$ cat src/rtl/acq_trig_pkg.sv
// Shared types and widths for the acquisition trigger master.
// Latency: none (declarations only).
// Backpressure: none.
package acq_trig_pkg;

    // Handshake sequencer states
    typedef enum logic [2:0] {
        IDLE   = 3'd0,
        ARM    = 3'd1,
        TRIG   = 3'd2,
        WAIT   = 3'd3,
        REPORT = 3'd4
    } acq_state_e;

    localparam int TRIG_COUNT_W = 16;
    localparam int DROP_COUNT_W = 8;
    localparam int TS_W         = 32;

    // Increment that sticks at all-ones instead of wrapping
    function automatic logic [DROP_COUNT_W-1:0] sat_inc(input logic [DROP_COUNT_W-1:0] v);
        return (v == '1) ? v : v + DROP_COUNT_W'(1);
    endfunction

endpackage

$ cat src/rtl/acq_trig_master_if.sv
// Run-control side of the trigger master: request, per-run config, status and counters.
// Latency: wires only; timing is set by the module driving the slave modport.
// Backpressure: trig_req is a one-cycle pulse; requests arriving while busy are dropped and counted.
interface acq_trig_master_if #(
    parameter int NUM_CH    = 5,
    parameter int TIMEOUT_W = 20
);
    import acq_trig_pkg::*;

    logic                    trig_req;
    logic [NUM_CH-1:0]       enable_mask;
    logic [TIMEOUT_W-1:0]    timeout_lim;
    logic                    busy;
    logic                    done;
    logic                    timeout_err;
    logic [NUM_CH-1:0]       done_status;
    logic [TRIG_COUNT_W-1:0] trig_count;
    logic [DROP_COUNT_W-1:0] drop_count;

    // Run-control register block side
    modport master (
        output trig_req, enable_mask, timeout_lim,
        input  busy, done, timeout_err, done_status, trig_count, drop_count
    );

    // Trigger master side
    modport slave (
        input  trig_req, enable_mask, timeout_lim,
        output busy, done, timeout_err, done_status, trig_count, drop_count
    );

endinterface

$ cat src/rtl/acq_trig_master_sync_2ff.sv
// Two-flop synchroniser bank for level signals from another clock domain.
// Latency: 2 clkin cycles.
// Backpressure: none; samples every cycle.
module sync_2ff #(
    parameter int WIDTH = 1
) (
    input  logic             clkin,
    input  logic             rst_n,
    input  logic [WIDTH-1:0] d_i,
    output logic [WIDTH-1:0] q_o
);

    logic [WIDTH-1:0] meta_q;
    logic [WIDTH-1:0] sync_q;

    // Metastability filter: first stage may go metastable, second stage settles it
    always_ff @(posedge clkin or negedge rst_n) begin
        if (!rst_n) begin
            meta_q <= '0;
            sync_q <= '0;
        end else begin
            meta_q <= d_i;
            sync_q <= meta_q;
        end
    end

    assign q_o = sync_q;

endmodule

$ cat src/rtl/acq_trig_master.sv
// Master end of the channel trigger/done handshake: pulses acq_trig, collects acq_done, reports status/timeout.
// Latency: accept->ARM 1 cycle, trigger TRIG_WIDTH cycles, done reported >=4 cycles after last channel done edge.
// Backpressure: busy while a run is in flight; trig_req while busy is dropped and counted. Optional ACQ_TRIG_TIMESTAMP_EN adds trig_timestamp.
module acq_trig_master
    import acq_trig_pkg::*;
#(
    parameter int NUM_CH     = 5,
    parameter int TRIG_WIDTH = 4,
    parameter int TIMEOUT_W  = 20
) (
    input  logic              clkin,
    input  logic              rst_n,
    acq_trig_master_if.slave  ctl,
    output logic [NUM_CH-1:0] acq_trig,
    input  logic [NUM_CH-1:0] acq_done
`ifdef ACQ_TRIG_TIMESTAMP_EN
    ,
    output logic [TS_W-1:0]   trig_timestamp
`endif
);

    localparam int TW_W = (TRIG_WIDTH > 1) ? $clog2(TRIG_WIDTH) : 1;

    acq_state_e              state_q;
    logic [NUM_CH-1:0]       mask_q;
    logic [TIMEOUT_W-1:0]    lim_q;
    logic [TIMEOUT_W-1:0]    tmo_q;
    logic [TW_W-1:0]         tw_q;
    logic [NUM_CH-1:0]       acq_trig_q;
    logic                    busy_q;
    logic                    done_q;
    logic                    terr_q;
    logic [NUM_CH-1:0]       status_q;
    logic [TRIG_COUNT_W-1:0] tc_q;
    logic [DROP_COUNT_W-1:0] dc_q;
    logic [NUM_CH-1:0]       done_prev_q;

    logic [NUM_CH-1:0]       done_s;
    logic [NUM_CH-1:0]       done_rise;
    logic                    tmo_hit;
    logic                    trig_last;
    logic                    accept;

    sync_2ff #(.WIDTH(NUM_CH)) u_done_sync (
        .clkin (clkin),
        .rst_n (rst_n),
        .d_i   (acq_done),
        .q_o   (done_s)
    );

    // Only fresh rising edges on enabled channels count; a level stuck high from the last run never does
    assign done_rise = done_s & ~done_prev_q & mask_q;
    // A zero limit disables the timeout entirely
    assign tmo_hit   = (lim_q != '0) && (tmo_q == lim_q);
    assign trig_last = (tw_q == TW_W'(TRIG_WIDTH - 1));
    assign accept    = ctl.trig_req && (ctl.enable_mask != '0);

    // History of the synchronised done levels for edge detection
    always_ff @(posedge clkin or negedge rst_n) begin
        if (!rst_n) begin
            done_prev_q <= '0;
        end else begin
            done_prev_q <= done_s;
        end
    end

`ifdef ACQ_TRIG_TIMESTAMP_EN
    logic [TS_W-1:0] ts_cnt_q;
    logic [TS_W-1:0] trig_ts_q;

    // Free-running time base, wraps silently
    always_ff @(posedge clkin or negedge rst_n) begin
        if (!rst_n) begin
            ts_cnt_q <= '0;
        end else begin
            ts_cnt_q <= ts_cnt_q + TS_W'(1);
        end
    end

    assign trig_timestamp = trig_ts_q;
`endif

    // Run sequencer: all outputs and counters are registered here
    always_ff @(posedge clkin or negedge rst_n) begin
        if (!rst_n) begin
            state_q    <= IDLE;
            mask_q     <= '0;
            lim_q      <= '0;
            tmo_q      <= '0;
            tw_q       <= '0;
            acq_trig_q <= '0;
            busy_q     <= 1'b0;
            done_q     <= 1'b0;
            terr_q     <= 1'b0;
            status_q   <= '0;
            tc_q       <= '0;
            dc_q       <= '0;
`ifdef ACQ_TRIG_TIMESTAMP_EN
            trig_ts_q  <= '0;
`endif
        end else begin
            done_q <= 1'b0;

            // Anything outside IDLE, including the REPORT cycle, cannot start a run
            if (ctl.trig_req && (state_q != IDLE)) begin
                dc_q <= sat_inc(dc_q);
            end

            // One timeout count spans ARM, TRIG and WAIT; it parks at the limit so a
            // limit reached during TRIG is still seen once WAIT starts
            if ((state_q inside {ARM, TRIG, WAIT}) && !tmo_hit) begin
                tmo_q <= tmo_q + TIMEOUT_W'(1);
            end

            // Done edges are captured while triggering as well as while waiting
            if (state_q inside {TRIG, WAIT}) begin
                status_q <= status_q | done_rise;
            end

            case (state_q)
                IDLE: begin
                    if (accept) begin
                        mask_q   <= ctl.enable_mask;
                        lim_q    <= ctl.timeout_lim;
                        status_q <= '0;
                        terr_q   <= 1'b0;
                        tmo_q    <= '0;
                        tc_q     <= tc_q + TRIG_COUNT_W'(1);
                        busy_q   <= 1'b1;
                        state_q  <= ARM;
                    end
                end
                ARM: begin
                    // Hold off until every enabled channel has dropped its previous done
                    if ((done_s & mask_q) == '0) begin
                        acq_trig_q <= mask_q;
                        tw_q       <= '0;
                        state_q    <= TRIG;
`ifdef ACQ_TRIG_TIMESTAMP_EN
                        trig_ts_q  <= ts_cnt_q + TS_W'(1);
`endif
                    end else if (tmo_hit) begin
                        terr_q  <= 1'b1;
                        done_q  <= 1'b1;
                        state_q <= REPORT;
                    end
                end
                TRIG: begin
                    if (trig_last) begin
                        acq_trig_q <= '0;
                        state_q    <= WAIT;
                    end else begin
                        tw_q <= tw_q + TW_W'(1);
                    end
                end
                WAIT: begin
                    // Full completion wins over a coincident timeout
                    if (status_q == mask_q) begin
                        done_q  <= 1'b1;
                        state_q <= REPORT;
                    end else if (tmo_hit) begin
                        terr_q  <= 1'b1;
                        done_q  <= 1'b1;
                        state_q <= REPORT;
                    end
                end
                REPORT: begin
                    busy_q  <= 1'b0;
                    state_q <= IDLE;
                end
                default: begin
                    acq_trig_q <= '0;
                    busy_q     <= 1'b0;
                    state_q    <= IDLE;
                end
            endcase
        end
    end

    assign acq_trig        = acq_trig_q;
    assign ctl.busy        = busy_q;
    assign ctl.done        = done_q;
    assign ctl.timeout_err = terr_q;
    assign ctl.done_status = status_q;
    assign ctl.trig_count  = tc_q;
    assign ctl.drop_count  = dc_q;

endmodule

$ cat src/flat_wrapper.sv
// flat-port wrapper written by rule: the top's interface ports become plain ports
module acq_trig_master_flat import acq_trig_pkg::*;
#(
    parameter int NUM_CH     = 5,
    parameter int TRIG_WIDTH = 4,
    parameter int TIMEOUT_W  = 20
)
  (clkin, rst_n, acq_trig, acq_done, ctl_trig_req, ctl_enable_mask, ctl_timeout_lim, ctl_busy, ctl_done, ctl_timeout_err, ctl_done_status, ctl_trig_count, ctl_drop_count);
  acq_trig_master_if #(.NUM_CH(NUM_CH), .TIMEOUT_W(TIMEOUT_W)) ctl_i ();
  input  logic clkin;
  input  logic rst_n;
  output logic [NUM_CH-1:0] acq_trig;
  input  logic [NUM_CH-1:0] acq_done;
  input wire logic [$bits(ctl_i.trig_req)-1:0] ctl_trig_req;
  input wire logic [$bits(ctl_i.enable_mask)-1:0] ctl_enable_mask;
  input wire logic [$bits(ctl_i.timeout_lim)-1:0] ctl_timeout_lim;
  output wire logic [$bits(ctl_i.busy)-1:0] ctl_busy;
  output wire logic [$bits(ctl_i.done)-1:0] ctl_done;
  output wire logic [$bits(ctl_i.timeout_err)-1:0] ctl_timeout_err;
  output wire logic [$bits(ctl_i.done_status)-1:0] ctl_done_status;
  output wire logic [$bits(ctl_i.trig_count)-1:0] ctl_trig_count;
  output wire logic [$bits(ctl_i.drop_count)-1:0] ctl_drop_count;
  assign ctl_i.trig_req = ctl_trig_req;
  assign ctl_i.enable_mask = ctl_enable_mask;
  assign ctl_i.timeout_lim = ctl_timeout_lim;
  assign ctl_busy = ctl_i.busy;
  assign ctl_done = ctl_i.done;
  assign ctl_timeout_err = ctl_i.timeout_err;
  assign ctl_done_status = ctl_i.done_status;
  assign ctl_trig_count = ctl_i.trig_count;
  assign ctl_drop_count = ctl_i.drop_count;
  acq_trig_master #(.NUM_CH(NUM_CH), .TRIG_WIDTH(TRIG_WIDTH), .TIMEOUT_W(TIMEOUT_W)) u_core (.clkin(clkin), .rst_n(rst_n), .ctl(ctl_i), .acq_trig(acq_trig), .acq_done(acq_done));
endmodule
$ cat config.mk
export PLATFORM = sky130hd
export DESIGN_NAME = acq_trig_master_flat
export DESIGN_NICKNAME = d
export VERILOG_FILES = /design/src/rtl/acq_trig_pkg.sv /design/src/rtl/acq_trig_master_if.sv /design/src/rtl/acq_trig_master_sync_2ff.sv /design/src/rtl/acq_trig_master.sv /design/src/flat_wrapper.sv
export SDC_FILE = /design/constraint.sdc
export NUM_CORES = 1
export LEC_CHECK = 0
export CAP_MARGIN = 10
export CORE_UTILIZATION = 40
export DETAILED_ROUTE_END_ITERATION = 10
export GPL_ROUTABILITY_DRIVEN = 0
export PLACE_DENSITY = 0.63
export SLEW_MARGIN = 20
export SYNTH_ARGS = -nofsm -noshare
export SYNTH_HDL_FRONTEND = slang
export SYNTH_SLANG_ARGS = --single-unit
$ cat constraint.sdc
create_clock -name clkin -period 2.89 [get_ports clkin]
set_clock_uncertainty 0.15 [all_clocks]
set_input_delay 0.867 -clock clkin [delete_from_list [all_inputs] [get_ports clkin]]
set_output_delay 0.867 -clock clkin [all_outputs]
set_load 0.02 [all_outputs]
==> summary.md <==
| Metric | Value |
|---|---|
| CP startpoint kind | input port |
| Post-synth EDFFs | 0 |
| Post-Syn Instances | 464 |
| Initial antenna violation count | 0 |
| Final Hold Vio Count | 0 |
| DR WL/cell | 15.1 um |
| Count of input and output buffers | 69 |
| CP Capture Type | flop |
| Required @ worst endpoint | 3.01 ns |
| Top-count cell post-synth | nand2_1 |
| Post-synth top area share | 55.4% |
| Post-cts gate resize count | 0 |
| Post-route DRC | 0 |
| Final min period | 2.73 ns |
| LEAKAGE | 2.59 nW |
| Slew HR | 63.4% |
| Nets | 581 |
| Congestion Overflow GR | 0 |
| Crit path DAT | 2.85 ns |
| CP Class | in2reg |
| Logic gate share of total power | 10.2% |
| Layout cells sized above 1 | 7.29% |
| Clock Latency Late Sink | 0.35 ns |
| Max Cap Violations | 0 |
| Total track usage | 18.9% |
| CTS buffer count | 9 |
| Number of diodes | 0 |
| Sw Ratio | 25.7% |
| Reg-to-reg slack, setup | 0.49 ns |
| Routed WL | 10.4 mm |
| Die X | 109 um |
| Hold Path Depth | 0 |
| Status | complete, no violations |
| DR vias | 3642 |
| Hold_buf cts | 0 |
| Syn Area/Cell | 9.93 um2 |
| H-tree levels | 3 |
| First-pass GRT wire length | 17.4 mm |
| Clk slew on worst S/H paths | 0.07 ns |
| DR iter-0 viols | 174 |
| Largest net degree at the start of global routing | 42 |
| NetSw | 0.781 mW |
| Share of power burned in registers | 51.0% |
| Cell Area, Placed | 0.00553 mm2 |
| Slew @ Worst Pin | 0.546 ns |
| Post-CTS setup buffers | 0 |
| Yosys warning count | 0 |
| Post-route antenna net violation count | 0 |
| CTS root buf | clkbuf_16 |
| Hold path startpoint | u_core.u_done_sync.meta_q[3]$_DFF_PN0_ |
| Pwr Density | 522 mW/mm2 |
| WHS Endpoint | u_core.u_done_sync.q_o[3]$_DFF_PN0_ |
| Worst reg2reg startpoint | u_core.state_q[1]$_DFFE_PN0P_ |
| Final Setup Violations | 0 |
| Post-synth top cells | nand2_1, dfrtp_1, xor2_1, nor2_1, xnor2_1 |
| Final instance area | 0.00582 mm2 |
| Effective utilization at floorplan | 41.8% |
| Tot Pwr | 3.04 mW |
| Clock tree buffer depth | 2 |
| Largest fanout on the critical path | 18 |
| Clock sinks | 102 |
| RSZ-0062 raised after global routing | no |
| Reg2reg end | u_core.tmo_q[18]$_DFF_PN0_ |
| Clock share of power | 38.8% |
| R2R depth | 5 |
| Site Rows | 38 |
| Max VDD drop | 0.000433 V |
| Mean number of vias per cell | 5.29 |
| Synthesized net count | 501 |
| Fin crit share | 94.5% |
| Max-slew violation count | 0 |
| Hold Path Class | reg2reg |
| Asr flop ratio synth | 100% |
| Synth cell types | 43 |
| Die area | 0.0119 mm2 |
| FF+latch count, synth | 102 |
| Most area-hungry cell type in the Yosys netlist | dfrtp_1 |
| Internal power | 2.26 mW |
| CORE AREA | 0.0110 mm2 |
| Post-synthesis sequential area ratio | 55.4% |
| Synth top area cells | dfrtp_1, nand2_1, xor2_1, xnor2_1, nor4_1 |
| Drt first pass iters | 4 |
| I/O Pins | 70 |
| P&R area growth vs syn | 26.4% |
| Achievable clock frequency | 366 MHz |
| Vias in the first global route | 3510 |
| Synth Cell Area | 0.00461 mm2 |
| Dominant synthesized flop cell | dfrtp_1 |
| HPWL after DPL | 7.80 mm |
| TritonCTS clock tree | built |
| Die Ht | 109 um |
## logic make-up after synthesis
group	Yosys count	share of synthesized area, %
and+or+nand+nor	232	23.8
DFF	102	55.4
AOI/OAI and AO/OA	52	7.33
xor gates and xnor gates	48	9.13
buffers and inverters	20	1.85
muxes	6	1.36
adders and majority gates	4	1.09
## power groups by stage
stage / logic, mW / registers (mW) / clock network [mW]
6_report: 0.310 / 1.55 / 1.18
5_1_grt: 0.337 / 1.56 / 1.27
4_1_cts: 0.316 / 1.55 / 1.21
3_5_place_dp: 0.313 / 1.58 / 0
3_3_place_gp: 0.309 / 1.57 / 0
2_1_floorplan: 0.0737 / 1.62 / 0
## layout make-up
cell class / count / area (um2)
Clock buffer: 10 / 229
Clock inverter: 6 / 63.8
Fill cell: 1034 / 5210
Inverter: 5 / 18.8
Multi-Input combinational cell: 342 / 1970
Sequential cell: 102 / 2550
Tap cell: 140 / 175
Timing Repair Buffer: 84 / 813
## sequential cells by signal, indices dropped and copies added (netlist names)
register,cells
u_core.state_q,3
u_core.tmo_q,20
u_core.ctl.done,1
u_core.u_done_sync.meta_q,5
u_core.mask_q,5
u_core.ctl.drop_count,8
u_core.tw_q,2
u_core.ctl.busy,1
u_core.ctl.timeout_err,1
u_core.ctl.done_status,5
u_core.lim_q,20
u_core.done_prev_q,5
u_core.ctl.trig_count,16
u_core.u_done_sync.q_o,5
u_core.acq_trig,5
## routing by layer
layer	share of wire [%]	global-route usage [%]	vias to the layer above
met5	0	0	-
met4	1.5	4.95	0
met1	48	26.6	1772
met3	4.0	4.45	13
li1	-	-	1775
met2	46	29.5	82
## placed cells by master (no fill, tap or decap), types with 2 or more instances in the layout
cell,instances
nor4_1,17
a21oi_1,11
o31ai_1,5
ha_1,4
nand2b_1,5
o21ai_1,4
clkbuf_16,9
nand4_1,14
dfrtp_1,102
or3_1,6
nand3_1,16
and3_1,8
xnor2_1,20
o311ai_0,4
nand3_2,2
clkdlybuf4s50_1,68
nor3_1,9
inv_8,2
o21a_1,3
o41ai_1,2
mux2i_1,4
buf_4,15
inv_1,5
o21ai_0,15
or4_1,6
xor2_1,28
nand2_1,120
or2_2,3
nor2_1,20
o211ai_1,2
## metrics by stage
step | setup slack (ns) | hold slack (ns) | cells | utilization (%) | TNS (ns)
floorplan | 0.345 | 0.181 | 464 | - | 0
global placement | -0.132 | 0.183 | 673 | 50.1 | -3.03
detailed placement | -0.208 | 0.185 | 673 | 50.1 | -5.87
CTS | 0.160 | 0.205 | 689 | 52.8 | 0
global route | 0.0644 | 0.207 | 689 | 52.8 | 0
finish | 0.160 | 0.202 | 689 | 52.8 | 0
## worst max-delay path, cell delays in order
cell,delay [ns]
clkdlybuf4s50_1,0.41
or4_1,0.58
o21ai_0,0.24
nand2b_1,0.28
buf_4,0.28
nand2_1,0.07
mux2i_1,0.12
## worst max-delay path by stage
stage	cells past startpoint	slack, ns	endpoint	startpoint
floorplan	5	0.34	u_core.tmo_q[12]$_DFF_PN0_	ctl_enable_mask[1]
global placement	7	-0.13	u_core.tmo_q[3]$_DFF_PN0_	ctl_enable_mask[1]
detailed placement	7	-0.21	u_core.tmo_q[3]$_DFF_PN0_	ctl_enable_mask[1]
CTS	7	0.16	u_core.tmo_q[2]$_DFF_PN0_	ctl_enable_mask[1]
global route	7	0.06	u_core.tmo_q[3]$_DFF_PN0_	ctl_enable_mask[1]
finish	7	0.16	u_core.tmo_q[2]$_DFF_PN0_	ctl_enable_mask[1]
Power figures use the tool's default switching activity.
